===== config.mk =====
export PLATFORM = sky130hd
export DESIGN_NAME = branch_resolve_pipe
export DESIGN_NICKNAME = d
export VERILOG_FILES = /design/src/rtl/branch_resolve_pipe.sv
export SDC_FILE = /design/constraint.sdc
export NUM_CORES = 1
export LEC_CHECK = 0
export ABC_AREA = 1
export BUFFER_PORTS_ARGS = -buffer_cell sky130_fd_sc_hd__buf_2
export CORE_MARGIN = 10
export CORE_UTILIZATION = 35
export CTS_CLUSTER_SIZE = 14
export DETAILED_ROUTE_END_ITERATION = 8
export SLEW_MARGIN = 20
export SYNTH_ARGS = -nofsm -noshare
export SYNTH_HDL_FRONTEND = slang
export SYNTH_SLANG_ARGS = --single-unit

===== constraint.sdc =====
create_clock -name clk -period 7 [get_ports clk]
set_input_delay 0.7 -clock clk [delete_from_list [all_inputs] [get_ports clk]]
set_output_delay 0.7 -clock clk [all_outputs]
set_load 0.02 [all_outputs]

===== src/rtl/branch_resolve_pipe.sv =====
// Two-stage branch resolution: S1 registers the offered op, S2 holds the resolved result.
// Handles conditional branches, JAL, JALR and AUIPC, with mispredict/redirect reporting and perf counters.
module branch_resolve_pipe #(
  parameter int unsigned XLEN          = 32,
  parameter int unsigned ROB_SIZE      = 256,
  parameter int unsigned PHYS_REG_SIZE = 256,
  parameter int unsigned C_EXT         = 1,
  parameter int unsigned CNT_W         = 32
) (
  input  logic                             clk,
  input  logic                             rst,
  input  logic                             flush,
  input  logic                             in_valid,
  output logic                             in_ready,
  input  logic [3:0]                       in_uop,
  input  logic [XLEN-1:0]                  in_rs1,
  input  logic [XLEN-1:0]                  in_rs2,
  input  logic [XLEN-1:0]                  in_pc,
  input  logic [XLEN-1:0]                  in_offset,
  input  logic                             in_compressed,
  input  logic                             in_pred_taken,
  input  logic [XLEN-1:0]                  in_pred_target,
  input  logic [$clog2(ROB_SIZE)-1:0]      in_rob_entry,
  input  logic [$clog2(PHYS_REG_SIZE)-1:0] in_dest_tag,
  output logic                             out_valid,
  input  logic                             out_ready,
  output logic [$clog2(ROB_SIZE)-1:0]      out_rob_entry,
  output logic [$clog2(PHYS_REG_SIZE)-1:0] out_dest_tag,
  output logic                             out_taken,
  output logic [XLEN-1:0]                  out_target,
  output logic                             out_link,
  output logic [XLEN-1:0]                  out_link_val,
  output logic                             out_mispredict,
  output logic [XLEN-1:0]                  out_redirect_pc,
  output logic                             out_misaligned,
  output logic                             out_illegal,
  output logic [CNT_W-1:0]                 branch_count,
  output logic [CNT_W-1:0]                 mispredict_count
);

  localparam int unsigned ROB_W  = $clog2(ROB_SIZE);
  localparam int unsigned PREG_W = $clog2(PHYS_REG_SIZE);

  localparam logic [3:0] UOP_BEQ   = 4'd0;
  localparam logic [3:0] UOP_BNE   = 4'd1;
  localparam logic [3:0] UOP_BLT   = 4'd4;
  localparam logic [3:0] UOP_BGE   = 4'd5;
  localparam logic [3:0] UOP_BLTU  = 4'd6;
  localparam logic [3:0] UOP_BGEU  = 4'd7;
  localparam logic [3:0] UOP_JAL   = 4'd8;
  localparam logic [3:0] UOP_JALR  = 4'd9;
  localparam logic [3:0] UOP_AUIPC = 4'd10;

  logic              r_s1_valid;
  logic [3:0]        r_s1_uop;
  logic [XLEN-1:0]   r_s1_rs1, r_s1_rs2, r_s1_pc, r_s1_offset, r_s1_pred_target;
  logic              r_s1_compressed, r_s1_pred_taken;
  logic [ROB_W-1:0]  r_s1_rob;
  logic [PREG_W-1:0] r_s1_dest;
  logic              r_out_cfi;

  logic              w_s2_free, w_s1_adv, w_in_fire, w_out_fire;
  logic              w_eq, w_slt, w_ult;
  logic [XLEN-1:0]   w_ilen, w_pc_ilen, w_pc_off, w_rs1_off;
  logic              w_taken, w_link, w_cfi, w_illegal;
  logic [XLEN-1:0]   w_target, w_link_val;
  logic              w_mispredict, w_misaligned;
  logic [XLEN-1:0]   w_redirect;

  assign w_s2_free  = !out_valid || out_ready;
  assign w_s1_adv   = r_s1_valid && w_s2_free;
  assign in_ready   = !r_s1_valid || w_s2_free;
  assign w_in_fire  = in_valid && in_ready;
  assign w_out_fire = out_valid && out_ready;

  assign w_eq      = (r_s1_rs1 == r_s1_rs2);
  assign w_slt     = ($signed(r_s1_rs1) < $signed(r_s1_rs2));
  assign w_ult     = (r_s1_rs1 < r_s1_rs2);
  assign w_ilen    = r_s1_compressed ? XLEN'(2) : XLEN'(4);
  assign w_pc_ilen = r_s1_pc + w_ilen;
  assign w_pc_off  = r_s1_pc + r_s1_offset;
  assign w_rs1_off = r_s1_rs1 + r_s1_offset;

  // Resolve the S1 op into outcome, target and link value
  always_comb begin
    w_taken    = 1'b0;
    w_target   = w_pc_off;
    w_link     = 1'b0;
    w_link_val = '0;
    w_cfi      = 1'b0;
    w_illegal  = 1'b0;
    case (r_s1_uop)
      UOP_BEQ:  begin w_taken = w_eq;   w_cfi = 1'b1; end
      UOP_BNE:  begin w_taken = !w_eq;  w_cfi = 1'b1; end
      UOP_BLT:  begin w_taken = w_slt;  w_cfi = 1'b1; end
      UOP_BGE:  begin w_taken = !w_slt; w_cfi = 1'b1; end
      UOP_BLTU: begin w_taken = w_ult;  w_cfi = 1'b1; end
      UOP_BGEU: begin w_taken = !w_ult; w_cfi = 1'b1; end
      UOP_JAL: begin
        w_taken    = 1'b1;
        w_cfi      = 1'b1;
        w_link     = 1'b1;
        w_link_val = w_pc_ilen;
      end
      UOP_JALR: begin
        w_taken    = 1'b1;
        w_cfi      = 1'b1;
        w_target   = {w_rs1_off[XLEN-1:1], 1'b0};
        w_link     = 1'b1;
        w_link_val = w_pc_ilen;
      end
      UOP_AUIPC: begin
        w_link     = 1'b1;
        w_link_val = w_pc_off;
      end
      default: w_illegal = 1'b1;
    endcase
  end

  assign w_mispredict = w_cfi && ((w_taken != r_s1_pred_taken) ||
                                  (w_taken && (w_target != r_s1_pred_target)));
  assign w_redirect   = w_taken ? w_target : w_pc_ilen;
  assign w_misaligned = w_taken && ((C_EXT != 0) ? w_target[0] : (|w_target[1:0]));

  // S1 capture
  always_ff @(posedge clk or negedge rst) begin
    if (!rst) begin
      r_s1_valid       <= 1'b0;
      r_s1_uop         <= '0;
      r_s1_rs1         <= '0;
      r_s1_rs2         <= '0;
      r_s1_pc          <= '0;
      r_s1_offset      <= '0;
      r_s1_compressed  <= 1'b0;
      r_s1_pred_taken  <= 1'b0;
      r_s1_pred_target <= '0;
      r_s1_rob         <= '0;
      r_s1_dest        <= '0;
    end else begin
      if (flush)          r_s1_valid <= 1'b0;
      else if (w_in_fire) r_s1_valid <= 1'b1;
      else if (w_s1_adv)  r_s1_valid <= 1'b0;
      if (w_in_fire && !flush) begin
        r_s1_uop         <= in_uop;
        r_s1_rs1         <= in_rs1;
        r_s1_rs2         <= in_rs2;
        r_s1_pc          <= in_pc;
        r_s1_offset      <= in_offset;
        r_s1_compressed  <= in_compressed;
        r_s1_pred_taken  <= in_pred_taken;
        r_s1_pred_target <= in_pred_target;
        r_s1_rob         <= in_rob_entry;
        r_s1_dest        <= in_dest_tag;
      end
    end
  end

  // S2 output registers; data frozen while stalled
  always_ff @(posedge clk or negedge rst) begin
    if (!rst) begin
      out_valid       <= 1'b0;
      out_rob_entry   <= '0;
      out_dest_tag    <= '0;
      out_taken       <= 1'b0;
      out_target      <= '0;
      out_link        <= 1'b0;
      out_link_val    <= '0;
      out_mispredict  <= 1'b0;
      out_redirect_pc <= '0;
      out_misaligned  <= 1'b0;
      out_illegal     <= 1'b0;
      r_out_cfi       <= 1'b0;
    end else if (flush) begin
      out_valid <= 1'b0;
    end else if (w_s1_adv) begin
      out_valid       <= 1'b1;
      out_rob_entry   <= r_s1_rob;
      out_dest_tag    <= r_s1_dest;
      out_taken       <= w_taken;
      out_target      <= w_target;
      out_link        <= w_link;
      out_link_val    <= w_link_val;
      out_mispredict  <= w_mispredict;
      out_redirect_pc <= w_redirect;
      out_misaligned  <= w_misaligned;
      out_illegal     <= w_illegal;
      r_out_cfi       <= w_cfi;
    end else if (out_ready) begin
      out_valid <= 1'b0;
    end
  end

  // Saturating perf counters; a consume in the flush cycle still counts
  always_ff @(posedge clk or negedge rst) begin
    if (!rst) begin
      branch_count     <= '0;
      mispredict_count <= '0;
    end else if (w_out_fire && r_out_cfi) begin
      if (branch_count != '1) branch_count <= branch_count + CNT_W'(1);
      if (out_mispredict && (mispredict_count != '1))
        mispredict_count <= mispredict_count + CNT_W'(1);
    end
  end

endmodule


==> results of run 1 <==
-- layer usage --
metal | track usage | vias up | share of wire
met4 | 0.05596 | 2 | 0.026
met5 | 0 | - | 0.00015
met1 | 0.2905 | 9948 | 0.46
met3 | 0.03903 | 96 | 0.067
li1 | - | 10490 | -
met2 | 0.3363 | 589 | 0.45
-- sequential cells by signal, summed over array words and instances, names as in the netlist, 4 cells and up --
name,cells
mispredict_count,32
r_s1_pc,32
r_s1_rs2,32
out_rob_entry,8
r_s1_offset,32
out_redirect_pc,32
out_link_val,32
branch_count,32
r_s1_uop,4
r_s1_rob,8
r_s1_pred_target,32
r_s1_dest,8
out_target,32
out_dest_tag,8
r_s1_rs1,32
-- through the flow --
stage / hold WS (ps) / setup WS (ps) / total power (W) / cell area [um^2]
after CTS: 242.4 / 3546 / 0.008569 / 26890
after global routing: 248.2 / 3263 / 0.009089 / 26920
final: 159.6 / 3546 / 0.008500 / 26920
after global placement: 456.0 / 3576 / 0.005973 / 25290
after detailed placement: 460.2 / 3569 / 0.006001 / 25290
after floorplan: 404.4 / 4538 / 0.004860 / 22580
-- layout make-up --
class | count | share of cell area
flip-flops and latches | 366 | 0.3402
clock inverters | 26 | 0.01399
repair buffers | 381 | 0.07400
clock buffers | 56 | 0.04560
inverters | 438 | 0.06126
well taps | 855 | 0.03974
multi-input cells | 2166 | 0.4252
-- report_power, final --
| group | switching (W) | leakage, nW | total [W] | internal (W) |
|---|---|---|---|---|
| sequential | 0.000313 | 4.34 | 0.00281 | 0.00249 |
| combinational | 0.00214 | 9.44 | 0.00317 | 0.00102 |
| clock | 0.00101 | 0.775 | 0.00252 | 0.00152 |
-- kinds of logic after synthesis --
logic type | synth area share
DFF | 0.4057
and+or+nand+nor | 0.2951
buffers and inverters | 0.08861
AOI/OAI and AO/OA | 0.08135
xor gates and xnor gates | 0.03297
muxes | 0.03990
adders and majority gates | 0.05641
-- how the worst max path moves through the flow --
stage	start	cells after the start	endpoint	slack, ps
after CTS	r_s1_rs1[7]	15	out_redirect_pc[21]	3550
after global placement	r_s1_rs1[7]	15	out_redirect_pc[21]	3580
after global routing	r_s1_rs1[7]	15	out_redirect_pc[25]	3260
after floorplan	r_s1_pc[1]	15	out_redirect_pc[19]	4540
final	r_s1_rs1[7]	15	out_redirect_pc[29]	3550
after detailed placement	r_s1_rs1[7]	15	out_redirect_pc[30]	3570
-- worst max-delay path, delay by kind of cell (launching register included) --
| kind | cells | cell delay [ps] |
|---|---|---|
| adders and majority gates | 1 | 300 |
| DFF | 1 | 400 |
| and+or+nand+nor | 12 | 2410 |
| AOI/OAI and AO/OA | 2 | 220 |
-- placed cells by master (no fill, tap or decap), types with 14 or more instances in the layout --
master     Yosys  layout
nand2_1      854     853
inv_1        427     427
buf_2         18     368
dfrtp_1      366     366
nor2_1       292     291
nand3_1      248     248
a21oi_1      204     204
ha_1          97      97
mux2_2        80      80
xor2_1        57      57
nor3_1        47      46
clkbuf_16      0      45
o21ai_0       44      44
nand4_1       40      40
a31oi_1       30      30
xnor2_1       28      28
o21ai_1       26      26
a21o_1        14      14
nor4_1        14      14
==> impl_metrics.csv, run 1 <==
group,metric,value,unit
status,outcome,"complete, no violations",
cts,cts_tree,"yes",
sta,clock_skew,19.72,ps
worst_setup_path,path_common_cell,"nand2_1",
worst_hold_path,hp-class,"in2async",
cts,clock_path_buffers,3,
detailed_routing,wl,81360,um
power_and_ir_drop,leakagePower,14.55,nW
global_route,grt_pass1_vias,20470,
placement,globalplace.congestion,0.9637,
cells_and_area,final_util,0.4198,
detailed_routing,vias,21130,
worst_setup_path,rr_worst_depth,15,
cells_and_area,layout-drive-gt1-share,0.1733,
floorplanning,core_area,64120,um^2
synth,synth_area,22580,um^2
sta,timing.final.max_slew_violations,0,
sta,setup_violations,0,
synth,synth_top_area_cell,"dfrtp_1",
floorplanning,fp.dieArea,75070,um^2
synth,ys.flop_type,"dfrtp_1",
cells_and_area,diodes,0,
placement,port_buffers,369,
synth,synth_top_area_frac,0.4057,
floorplanning,die_h,274.0,um
floorplanning,rows,93,
synth,syn-instance-count,3046,
global_route,grt_pass1_wl,122500,um
worst_setup_path,crit_path_top_delay_cell,"nor2_4",
worst_setup_path,critPathMaxStageDelay,620,ps
cts,ctsRootBufferMaster,"clkbuf_16",
detailed_routing,ant_nets,0,
cts,cts.clk_slew.worst_paths,60,ps
worst_setup_path,crit_fanout,51,
cells_and_area,final-seq-area,9159,um^2
detailed_routing,wl_per_cell,18.97,um
global_route,grt_max_degree,160,
sta,fin_crit_sh,0.4934,
worst_setup_path,cp.required,7530,ps
cts,cts_hold_buf,0,
global_route,grt_overflow,0,
floorplanning,pin_count,370,
power_and_ir_drop,ir_worst_vdd,0.1836,mV
detailed_routing,drt_iter0_drc,1635,
synth,ys_types,53,
sta,final_hold_viol_count,0,
cts,clkLatencyLatePin,600,ps
cts,cts_buffers,45,
sta,tightest_slew,1004,ps
synth,synth_nets,3333,
synth,synth_edf_count,0,
detailed_routing,vias_per_cell,4.927,
cells_and_area,finalNonFillerCells,4288,
global_route,antenna_found_initial,1,
floorplanning,initial_utilization,0.3521,
sta,clock.fmax,289.5,MHz
placement,dp.cells,4205,
synth,synth_commonest_cells,"nand2_1 (854), inv_1 (427), dfrtp_1 (366)",
worst_setup_path,crit_chain,"ha_1, nand2_1, nor2_1, nand4_1, nor3_1, nand2_1, nand2_1, nand2_1, nor2_1, o21ai_1, nor2_2, nand3_4, nor2_4, o22ai_1, nand2_1",
worst_setup_path,crit_path_end_kind,"register",
sta,rsz0062_at_grt,"no",
sta,min_period,3454,ps
worst_setup_path,crit_path_start_kind,"register",
synth,synth_seq_area_share,0.4057,
global_route,grt_usage,0.2113,
detailed_routing,drc,0,
sta,slew_headroom,0.3304,
cts,numClockSinks,366,
cts,cts_resized,0,
power_and_ir_drop,power.density,315.8,nW/um^2
worst_setup_path,rr_startpoint,"r_s1_rs1[7]",
cells_and_area,area_delta_synth_final,19.22,%
cts,h-tree-depth,2,
worst_setup_path,crit_arrival,3980,ps
sta,fin_tns_setup,0,ps
synth,ys_seq_elements,366,
cells_and_area,layout.nets,3685,
synth,yosysMostFrequentCell,"nand2_1",
detailed_routing,firstDrtPassIters,5,
synth,yosysWarnings,0,
cells_and_area,nFillCells,6778,
floorplanning,fp.dieW,274.0,um
placement,place_hpwl,65450,um
synth,synth_area_per_cell,7.412,um^2
worst_setup_path,reg2reg_setup_slack,3550,ps
cts,post_cts_buffers,0,
job,timing.max_cap.violations,0,
synth,synth-async-reset-ratio,1.000,
worst_setup_path,critPathKind,"reg2reg",
cells_and_area,multi_input_area,11440,um^2
worst_setup_path,r2r-end,"out_redirect_pc[29]",
synth,synth_area_leaders,"dfrtp_1 (41%), nand2_1 (14%), inv_1 (7.1%), nand3_1 (5.5%), ha_1 (5.4%)",
Power figures use the tool's default switching activity.
==> run 2, diff against run 1 <==
- clock period: 7 -> 3.5 ns (I/O delays scaled with it)
==> run 2 against run 1 <==
  * Clock-buffer cell count is 7 higher
  * Worst setup slack worse by 3100 ps
  * Largest cell class unchanged
  * Routed wire length is 2.3% higher
  * Critical path type unchanged
  * First-iteration DRC count is 2.7% higher
  * Via count is 1.7% higher
  * Die area stayed put
  * Sequential cell count stayed put
==> impl_metrics.csv, run 2 (same netlist as run 1, synthesis figures left out) <==
group,metric,value,unit
status,outcome,"complete, no violations",
sta,tightest_slew,746.2,ps
global_route,grt_usage,0.2164,
worst_setup_path,critPathKind,"reg2reg",
power_and_ir_drop,power.switching,0.006864,W
cts,clkLatencyLatePin,590,ps
worst_setup_path,crit_path_end_kind,"register",
sta,final_hold_viol_count,0,
floorplanning,rows,93,
cells_and_area,multi_input_area,11440,um^2
cts,cts_tree,"yes",
cts,clock_path_buffers,3,
cts,cts_hold_buf,93,
worst_setup_path,crit_path_start_kind,"register",
cells_and_area,nFillCells,6595,
power_and_ir_drop,ir_worst_vdd,0.3593,mV
cts,cts.clk_slew.worst_paths,60,ps
cells_and_area,final_common_cell,"nand2_1",
power_and_ir_drop,combPwrFrac,0.382,
job,timing.max_cap.violations,0,
placement,globalplace.congestion,0.9588,
cts,cts_resized,0,
detailed_routing,drc,0,
worst_hold_path,holdPathEnd,"r_s1_rs1[8]",
cells_and_area,mostFrequentLayoutCells,"nand2_1 (853), inv_1 (427), buf_2 (368)",
detailed_routing,firstDrtPassIters,5,
cts,h-tree-depth,2,
power_and_ir_drop,finalPower,0.01713,W
sta,rsz0062_at_grt,"no",
worst_setup_path,rr_worst_depth,20,
worst_hold_path,min_path_cells,2,
power_and_ir_drop,p_clk_frac,0.294,
worst_setup_path,path_common_cell,"nand2_1",
worst_setup_path,r2r-end,"out_mispredict",
sta,setup_violations,0,
global_route,grt_pass1_vias,21230,
cells_and_area,area_delta_synth_final,24.21,%
global_route,grt_max_degree,107,
cts,post_cts_buffers,0,
worst_setup_path,crit_arrival,3560,ps
sta,min_period,3087,ps
cells_and_area,final-seq-area,9159,um^2
sta,slew_headroom,0.5026,
worst_setup_path,critPathMaxStageDelay,460,ps
detailed_routing,vias,21490,
floorplanning,initial_utilization,0.3521,
power_and_ir_drop,swShare,0.4007,
detailed_routing,drt_iter0_drc,1679,
sta,fin_crit_sh,0.8821,
floorplanning,fp.dieW,274.0,um
global_route,grt_pass1_wl,125800,um
floorplanning,core_area,64120,um^2
detailed_routing,wl_per_cell,18.95,um
placement,port_buffers,369,
power_and_ir_drop,power.density,610.9,nW/um^2
worst_setup_path,critPathTopFamily,"simple AND/OR/NAND/NOR gates",
worst_setup_path,critPathBufInv,0,
global_route,antenna_found_initial,2,
cts,ctsRootBufferMaster,"clkbuf_16",
worst_setup_path,cp.required,3980,ps
detailed_routing,vias_per_cell,4.889,
floorplanning,fp.dieArea,75070,um^2
worst_setup_path,reg2reg_setup_slack,410,ps
cts,numClockSinks,366,
detailed_routing,wl,83270,um
detailed_routing,ant_nets,0,
sta,fin_tns_setup,0,ps
worst_setup_path,crit_path_top_delay_cell,"dfrtp_1",
cells_and_area,stdcell_area,28040,um^2
sta,timing.final.max_slew_violations,0,
power_and_ir_drop,leakagePower,15.05,nW
placement,place_hpwl,67240,um
floorplanning,die_h,274.0,um
cells_and_area,layout.nets,3795,
power_and_ir_drop,intPower,0.01027,W
cells_and_area,layout-drive-gt1-share,0.1703,
power_and_ir_drop,share_seq_of_total_power,0.324,
sta,clock.fmax,323.9,MHz
worst_hold_path,hp-class,"in2reg",
worst_setup_path,crit_chain,"ha_1, fa_1, nand2_1, nand2_1, nand3b_1, nand2_2, nand2_1, nand2_1, nand2_1, nand2_1, nand2_1, nand3_1, nand3_1, nand2_1, nor2_1, nand2_1, nor2_1, nand3_1, nand2_1, nand2_1",
cells_and_area,diodes,0,
global_route,grt_overflow,0,
worst_setup_path,rr_startpoint,"r_s1_pc[0]",
worst_setup_path,crit_fanout,4,
sta,clock_skew,21.46,ps
cts,cts_buffers,44,
placement,placed_area,25520,um^2
floorplanning,pin_count,370,
worst_hold_path,hp-start,"in_rs1[8]",
[run 2: cell types whose count changed in the layout (fill, tap and decap cells not counted), moves of 4 or more]
cell,before,now
dlygate4sd3_1,0,93
clkinvlp_4,5,1
clkbuf_1,5,11
clkinv_2,9,1
buf_12,2,10
buf_4,9,20
[run 2: power by group through the flow]
| stage | clock network, W | registers, W | logic (W) |
|---|---|---|---|
| finish | 0.00504 | 0.00555 | 0.00655 |
| global route | 0.00532 | 0.00565 | 0.00732 |
| CTS | 0.00516 | 0.00555 | 0.00653 |
| detailed placement | 0 | 0.00562 | 0.00642 |
| global placement | 0 | 0.00559 | 0.00641 |
| floorplan | 0 | 0.00604 | 0.00368 |
[run 2: worst max path at each step]
stage,startpoint,to,slack [ps],cells past startpoint
final,r_s1_pc[0],out_mispredict,410,20
after global routing,r_s1_pc[0],out_mispredict,170,20
after CTS,r_s1_pc[0],out_mispredict,430,20
after detailed placement,r_s1_pc[0],out_mispredict,440,20
after global placement,r_s1_pc[0],out_mispredict,430,20
after floorplan,r_s1_pc[1],out_redirect_pc[19],1040,15
[run 2: layout make-up]
class / count / share of cell area
Multi-Input combinational cell: 2166 / 0.4079
Tap cell: 855 / 0.03815
Sequential cell: 366 / 0.3266
Clock inverter: 15 / 0.01160
Clock buffer: 63 / 0.04506
Timing Repair Buffer: 492 / 0.1119
Inverter: 438 / 0.05880
[run 2: through the flow]
step	setup WS [ps]	std cells	util	hold WS (ps)
floorplan	1038	3046	-	54.41
global placement	429.3	4224	0.3981	271.0
detailed placement	436.0	4224	0.3981	268.5
CTS	429.5	4395	0.4374	0.7447
global route	171.0	4395	0.4374	9.273
finish	412.6	4395	0.4374	22.15
[run 2: metal layers]
metal,share of wire,global-route usage,vias to the layer above
met4,0.029,0.06333,2
met5,0.00016,0,-
met2,0.45,0.3467,653
met1,0.45,0.2947,9999
li1,-,-,10720
met3,0.068,0.03763,116
[run 2: worst reg2reg max path: cells and delay by family, from the launching register on]
family,cells,cell delay [ps]
simple gates,18,1800
fa+ha+maj,2,750
flops,1,460
